File: config.mk
export PLATFORM = sky130hd
export DESIGN_NAME = rc4_ksa
export DESIGN_NICKNAME = d
export VERILOG_FILES = /design/src/rtl/rc4_ksa.sv
export SDC_FILE = /design/constraint.sdc
export NUM_CORES = 1
export LEC_CHECK = 0
export CORE_ASPECT_RATIO = 1.2
export CORE_MARGIN = 1
export CORE_UTILIZATION = 60
export CTS_BUF_LIST = sky130_fd_sc_hd__clkbuf_4 sky130_fd_sc_hd__clkbuf_8
export CTS_CLUSTER_SIZE = 30
export DETAILED_ROUTE_END_ITERATION = 6
export PLACE_DENSITY = 0.95
export RECOVER_POWER = 100
export SLEW_MARGIN = 20
export SYNTH_ARGS = -nofsm -noshare
export SYNTH_HDL_FRONTEND = slang
export SYNTH_SLANG_ARGS = --single-unit
File: constraint.sdc
create_clock -name clock -period 8 [get_ports clock]
set_input_delay 1.2 -clock clock [delete_from_list [all_inputs] [get_ports clock]]
set_output_delay 1.2 -clock clock [all_outputs]
set_load 0.01 [all_outputs]
File: src/rtl/rc4_ksa.sv
// RC4 key-scheduling stage: fills S with the identity permutation,
// then shuffles it with the secret key over a shared single-port RAM.
module rc4_ksa #(
  parameter int KEY_BYTES = 3
) (
  input  logic                   clock,
  input  logic                   reset,
  input  logic                   start,
  input  logic [8*KEY_BYTES-1:0] secret_key,
  input  logic [7:0]             s_q,
  output logic [7:0]             s_address,
  output logic [7:0]             s_data,
  output logic                   s_wren,
  output logic                   done
);

  localparam int KW = (KEY_BYTES > 1) ? $clog2(KEY_BYTES) : 1;

  typedef enum logic [3:0] {
    IDLE,
    INIT,
    RD_SI,
    RD_SI_W,
    CALC_J,
    RD_SJ,
    RD_SJ_W,
    WR_SI,
    WR_SJ,
    DONE
  } state_t;

  state_t                 state;
  logic [7:0]             i;
  logic [7:0]             j;
  logic [7:0]             si;
  logic [7:0]             sj;
  logic [KW-1:0]          key_idx;
  logic [8*KEY_BYTES-1:0] key_q;
  logic [7:0]             kbyte;

  // Select the current key byte; byte 0 is the most significant.
  always_comb begin
    kbyte = '0;
    for (int n = 0; n < KEY_BYTES; n++) begin
      if (key_idx == KW'(n)) begin
        kbyte = key_q[8*(KEY_BYTES-n)-1 -: 8];
      end
    end
  end

  // Sequencer: init sweep, then 7-cycle read/read/swap per index.
  always_ff @(posedge clock or negedge reset) begin
    if (!reset) begin
      state   <= IDLE;
      i       <= '0;
      j       <= '0;
      si      <= '0;
      sj      <= '0;
      key_idx <= '0;
      key_q   <= '0;
    end else begin
      unique case (state)
        IDLE: begin
          if (start) begin
            key_q <= secret_key;
            i     <= '0;
            state <= INIT;
          end
        end
        INIT: begin
          if (i == 8'hFF) begin
            i       <= '0;
            j       <= '0;
            key_idx <= '0;
            state   <= RD_SI;
          end else begin
            i <= i + 8'd1;
          end
        end
        RD_SI: state <= RD_SI_W;
        RD_SI_W: begin
          si    <= s_q;
          state <= CALC_J;
        end
        CALC_J: begin
          j     <= j + si + kbyte;
          state <= RD_SJ;
        end
        RD_SJ: state <= RD_SJ_W;
        RD_SJ_W: begin
          sj    <= s_q;
          state <= WR_SI;
        end
        WR_SI: state <= WR_SJ;
        WR_SJ: begin
          if (i == 8'hFF) begin
            state <= DONE;
          end else begin
            i <= i + 8'd1;
            if (key_idx == KW'(KEY_BYTES-1)) begin
              key_idx <= '0;
            end else begin
              key_idx <= key_idx + KW'(1);
            end
            state <= RD_SI;
          end
        end
        DONE: begin
          if (!start) begin
            state <= IDLE;
          end
        end
        default: state <= IDLE;
      endcase
    end
  end

  // RAM port and done decode straight from state and registers.
  always_comb begin
    s_address = '0;
    s_data    = '0;
    s_wren    = 1'b0;
    done      = 1'b0;
    unique case (state)
      INIT: begin
        s_address = i;
        s_data    = i;
        s_wren    = 1'b1;
      end
      RD_SI, RD_SI_W: s_address = i;
      RD_SJ, RD_SJ_W: s_address = j;
      WR_SI: begin
        s_address = i;
        s_data    = sj;
        s_wren    = 1'b1;
      end
      WR_SJ: begin
        s_address = j;
        s_data    = si;
        s_wren    = 1'b1;
      end
      DONE: done = 1'b1;
      default: ;
    endcase
  end

endmodule

# Word level (Yosys, flattened, before mapping)
# Index checks and enable logic that the tools add are counted.
word_totals:
  inputBits: 35
  wordCells: 62
  regBits: 62
classes:
  mux: 22
  addsub: 4
  reduce_logical: 13
  n_eq_ne: 16
ops:
  columns: ["cell", "count"]
  rows:
  - ["$mux 8", 7]
  - ["$pmux 8 s3", 2]
  - ["$pmux 4 s10", 1]
  - ["$pmux 8 s2", 2]
  - ["$add 8x8->8", 2]
  - ["$eq 4x3->1 const B", 4]
  - ["$mux 4", 4]
  - ["$reduce_and 3->1", 3]
  - ["$add 8x1->8 const B", 1]
  - ["$eq 4x2->1 const B", 2]
  - ["$eq 4x4->1 const B", 2]
  - ["$eq 8x8->1 const B", 1]
  - ["$ne 2x2->1 const B", 4]
  - ["$mux 2", 3]
  - ["$reduce_or 3->1", 2]
  - ["$eq 4x1->1 const B", 1]
  - ["$logic_not 4->1", 1]
  - ["$pmux 2 s2", 1]
  - ["$reduce_and 2->1", 2]
  - ["$reduce_bool 2->1", 2]
  - ["$reduce_or 4->1", 1]
  - ["$reduce_bool 3->1", 1]
  - ["$add 2x1->2 const B", 1]
  - ["$eq 2x1->1 const B", 1]
  - ["other kinds (3)", 4]

# Longest topological paths before layout
logic_depth:
  word_depth: 6
  depth_mapped: 13
  mapped_depth_nobuf: 12

# Least setup slack after synthesis
# OpenSTA, ideal clock, no wires.
synth_timing:
  path_kind: "reg-to-reg"
  from: "register key_idx[0]"
  to: "register j[7]"
  path_slack_ns: 5.105
  stages_incl_launch_ff: 13
  period_less_slack_ns: 2.895
  arrival_time_ns: 2.812
  n_path_buf: 1
  setup_ns: 0.083
  required_time_ns: 7.917
  path_cell_list: "dfrtp_1 > buf_1 > mux2i_1 > o21ai_0 > fa_1 > ha_1 > inv_1 > fa_1 > nand2b_1 > a21oi_1 > o22ai_1 > xnor2_1 > o21ai_0"
synth_via:
  elab_chain_cells: 6
  elab_cells_between_ends: 8
synth_rtl:
  columns: ["item", "line", "rtl"]
  rows:
  - ["start: declaration", "37", "logic [KW-1:0] key_idx;"]
  - ["start signal: assignment", "103", "key_idx <= key_idx + KW'(1);"]
  - ["$logic_not 2->1", "45", "if (key_idx == KW'(n)) begin"]
  - ["$mux 8 (2 in a row)", "45", null]
  - ["$mux 8 (*)", "45", null]
  - ["$add 8x8->8 (*)", "86", "j <= j + si + kbyte;"]
  - ["$pmux 8 s2 (*)", "62", "unique case (state)"]
  - ["end signal: assignment", "86", null]
  - ["end: declaration", "34", "logic [7:0] j;"]
# Mark *: on every way between the ends. The rest lies on a longest branch, timed or not.
# A chain may end at the register's enable or synchronous reset.

# Final worst setup path
layout_timing:
  from: "register state[3]"
  to: "output s_address[1]"
layout_via:
  elab_chain_cells: 3
  elab_cells_between_ends: 10
layout_rtl:
  columns: ["item", "line", "rtl"]
  rows:
  - ["start: declaration", "32", "state_t state;"]
  - ["start signal: assignment", "54", "state <= IDLE;"]
  - ["start signal: assignment", "67", "state <= INIT;"]
  - ["start signal: assignment", "75", "state <= RD_SI;"]
  - ["$eq 4x3->1 (tied with other cells)", "124", "unique case (state)"]
  - ["$reduce_or 4->1 (no line) or $reduce_or 3->1 (tied branches)", null, null]
  - ["$pmux 8 s2 (*)", "124", null]
  - ["end: declaration", "11", "output logic [7:0] s_address,"]
# Marked as above.

==> impl_metrics.csv <==
group,metric,value,unit
outcome,status,"complete, but fails checks",
outcome,violations_in_the_final_reports,"design-rule violations, max-capacitance violations, max-slew violations",
critical_path,path_class,"register to primary output",
global_route,total_global_routing_track_utilization,29.5,%
clocking,clk_transition_reported_paths,0.07,ns
yosys,synthCells,316,
critical_path,startpoint_kind_of_the_worst_setup_timing_path,"register",
timing,report.final.setup_viol,0,
clocking,clockBufferDepth,2,
clocking,cts_buffers,9,
place,detailed_place.area,4010,sq um
place,detailedPlacementHpwl,5.62,mm
timing,fmaxAchievable,0.249,GHz
timing,grt_setup_unrepaired,"false",
power,leakagePower,0.00185,uW
place,gp_congestion,0.894,
global_route,grt_antenna_before_repair,0,
finish,synthToLayoutAreaGrowth,20.8,%
die,fp.coreArea,5410,sq um
critical_path,worst_setup_path_end_kind,"primary output",
power,vdd_drop_max,0.000274,V
timing,slew_violations,72,
die,initial_core_util,63.7,%
die,pin_count,53,
yosys,post_synth_edffs,0,
run,max_cap_violations,2,
global_route,grt_pass1_wl,13.5,mm
yosys,syn-num-nets,366,
finish,fraction_of_final_layout_cells_sized_beyond_drive_strength_1,13.9,%
finish,post-route-cell-area,4160,sq um
timing,finalClockSkew,0.00708,ns
finish,inserted_diodes,0,
timing,hold_vio_cnt_final,0,
timing,final.period_utilization,50.1,%
yosys,async_reset_ff_share,100,%
clocking,holdBufCountCts,0,
detailed_routing,drt-initial-drc-count,333,
critical_path,slowest_delay,0.66,ns
power,powerDensity,462,nW/um^2
yosys,syn-mean-instance-area,10.9,sq um
critical_path,critical_path.slowest_cell,"sky130_fd_sc_hd__dfrtp_1",
min_path,min_path_type,"register to register",
global_route,number_of_global_route_vias_before_repair,2784,
detailed_routing,wl_per_cell,18.4,um
critical_path,arrival,2.81,ns
clocking,cts_setup_buffers,0,
timing,finalSetupTns,0,ns
critical_path,timing.critical_path.required,6.80,ns
yosys,synth_most_common_cell,"sky130_fd_sc_hd__dfrtp_1",
yosys,post_synth_instance_area,3450,sq um
yosys,synth_area_leaders,"sky130_fd_sc_hd__dfrtp_1 45%, sky130_fd_sc_hd__mux2_2 9.2%, sky130_fd_sc_hd__fa_1 4.6%",
clocking,numClockSinks,62,
timing,holdWs,0.492,ns
place,portBuffers,52,
yosys,yosys.area.top_type,"sky130_fd_sc_hd__dfrtp_1",
yosys,synth.distinct_cells,47,
detailed_routing,ant_nets,0,
detailed_routing,detail_route.drc_violations,5,
timing,slew-limit-headroom,-116,%
clocking,clockRootBuffer,"sky130_fd_sc_hd__clkbuf_8",
detailed_routing,total_wirelength,8.06,mm
die,fp.dieW,71.2,um
clocking,cts-resized-gates,0,
critical_path,critical_path.max_fanout,16,
die,die_height,85.0,um
yosys,synth-seq-area-share,45.0,%
yosys,post_synth_most_frequent_cells,"62 x sky130_fd_sc_hd__dfrtp_1, 40 x sky130_fd_sc_hd__nand2_1, 28 x sky130_fd_sc_hd__mux2_2",
clocking,tritoncts,"built",
yosys,synth-warning-count,0,
yosys,post-synth-top-area-fraction,45.0,%
timing,worst-slew-pin-transition,3.24,ns
global_route,grt_max_degree,63,
finish,layout.nets,420,
timing,post-route-min-period,4.01,ns
yosys,postSynthRegisterBits,62,
detailed_routing,routed-via-count,2773,
detailed_routing,drtPass1Iterations,7,
critical_path,cpLargestDelayFamily,"compound AO/OA/AOI/OAI gates",
critical_path,critical_path.n_buffers_inverters,1,
die,dieArea,6050,sq um
detailed_routing,via_per_inst,6.35,
clocking,clock_tree.htree_level_count,3,
clocking,worstSkewPairLatency,0.34,ns
die,core.rowCount,29,
global_route,overflow,0,
yosys,postSynth.topFlopCell,"sky130_fd_sc_hd__dfrtp_1",
critical_path,path_cells,"nand2b_1 > nor2_1 > a21oi_1 > o22ai_1 > a22o_1 > dlygate4sd3_1",
[cell families after synthesis]
family	after synthesis	share of synthesized area, %
simple gates	99	14.8
flops	62	45.0
compound gates	60	12.0
mux	49	15.7
buf+inv	20	2.47
fa+ha+maj	15	7.19
xor+xnor	11	2.80
[per-layer routing]
layer	wire [um]	vias to the layer above	GRT usage [%]
li1	-	1239	-
met2	4060	138	49.0
met4	239	0	14.9
met1	3250	1365	36.3
met3	511	31	6.06
met5	0	-	0
[flip-flops by register name (all words and copies together), names as in the netlist]
| register | flops |
|---|---|
| sj | 8 |
| key_q | 24 |
| si | 8 |
| state | 4 |
| j | 8 |
| key_idx | 2 |
| i | 8 |
[power by group]
group | total [uW] | internal (uW) | switching, uW
Combinational | 1020 | 508 | 517
Sequential | 629 | 459 | 170
Clock | 269 | 146 | 123
Total | 1920 | 1110 | 809
[worst register-to-register path, stage by stage, from the launching register on]
cell	delay, ns
sky130_fd_sc_hd__dfrtp_1	0.74
sky130_fd_sc_hd__nor2b_1	0.29
sky130_fd_sc_hd__nand2_1	0.12
sky130_fd_sc_hd__o21ai_0	0.15
sky130_fd_sc_hd__fa_1	0.52
sky130_fd_sc_hd__ha_1	0.18
sky130_fd_sc_hd__inv_1	0.06
sky130_fd_sc_hd__fa_1	0.38
sky130_fd_sc_hd__nand2b_1	0.20
sky130_fd_sc_hd__a21oi_1	0.23
sky130_fd_sc_hd__o22ai_1	0.15
sky130_fd_sc_hd__xnor2_1	0.14
sky130_fd_sc_hd__o21ai_0	0.13
[through the flow]
step	std cells	worst slack, ns	utilization, %	total power (uW)
after floorplan	316	5.11	-	1360
after global placement	421	4.59	74.1	1590
after detailed placement	421	4.49	74.1	1660
after CTS	437	4.07	77.7	1940
after global routing	437	3.50	77.0	2070
final	437	3.99	77.0	1920
[cell usage in the layout (no fill, tap or decap), drive strengths merged, types with 2 or more instances in the layout]
master	n
inv	8
a21o	2
o21ai	13
and2	2
nor2b	3
nor3	5
or3	3
mux2	40
and3	3
nand2b	7
clkbuf	12
buf	2
nand2	41
nand3	8
o22ai	2
mux2i	9
dfrtp	62
xnor2	5
nor2	20
ha	7
clkinvlp	3
fa	8
xor2	6
clkdlybuf4s50	33
a22oi	8
clkinv	2
dlygate4sd3	18
a21oi	13
a22o	15
[area by class of cell]
class / instances / area, sq um
Multi-Input combinational cell: 234 / 1780
Sequential cell: 62 / 1550
Fill cell: 333 / 1240
Timing Repair Buffer: 55 / 531
Clock buffer: 10 / 131
Tap cell: 62 / 77.6
Clock inverter: 6 / 62.6
Inverter: 8 / 30.0
[path summary, 6_finish.rpt]
kind	cells after the start	end	slack (ns)	startpoint
worst max-delay path	6	s_address[1]	3.99	state[3]$_DFFE_PN0P_
worst min-delay path	1	key_q[19]$_DFFE_PN0P_	0.49	key_q[19]$_DFFE_PN0P_
worst max register to register	12	j[7]$_DFFE_PN0P_	4.64	key_idx[0]$_DFFE_PN0P_
worst min register to register	1	key_q[19]$_DFFE_PN0P_	0.49	key_q[19]$_DFFE_PN0P_
max in group asynchronous	2	sj[1]$_DFFE_PN0P_	4.15	reset
min in group asynchronous	2	si[2]$_DFFE_PN0P_	2.04	reset
(Power assumes the default switching activity.)
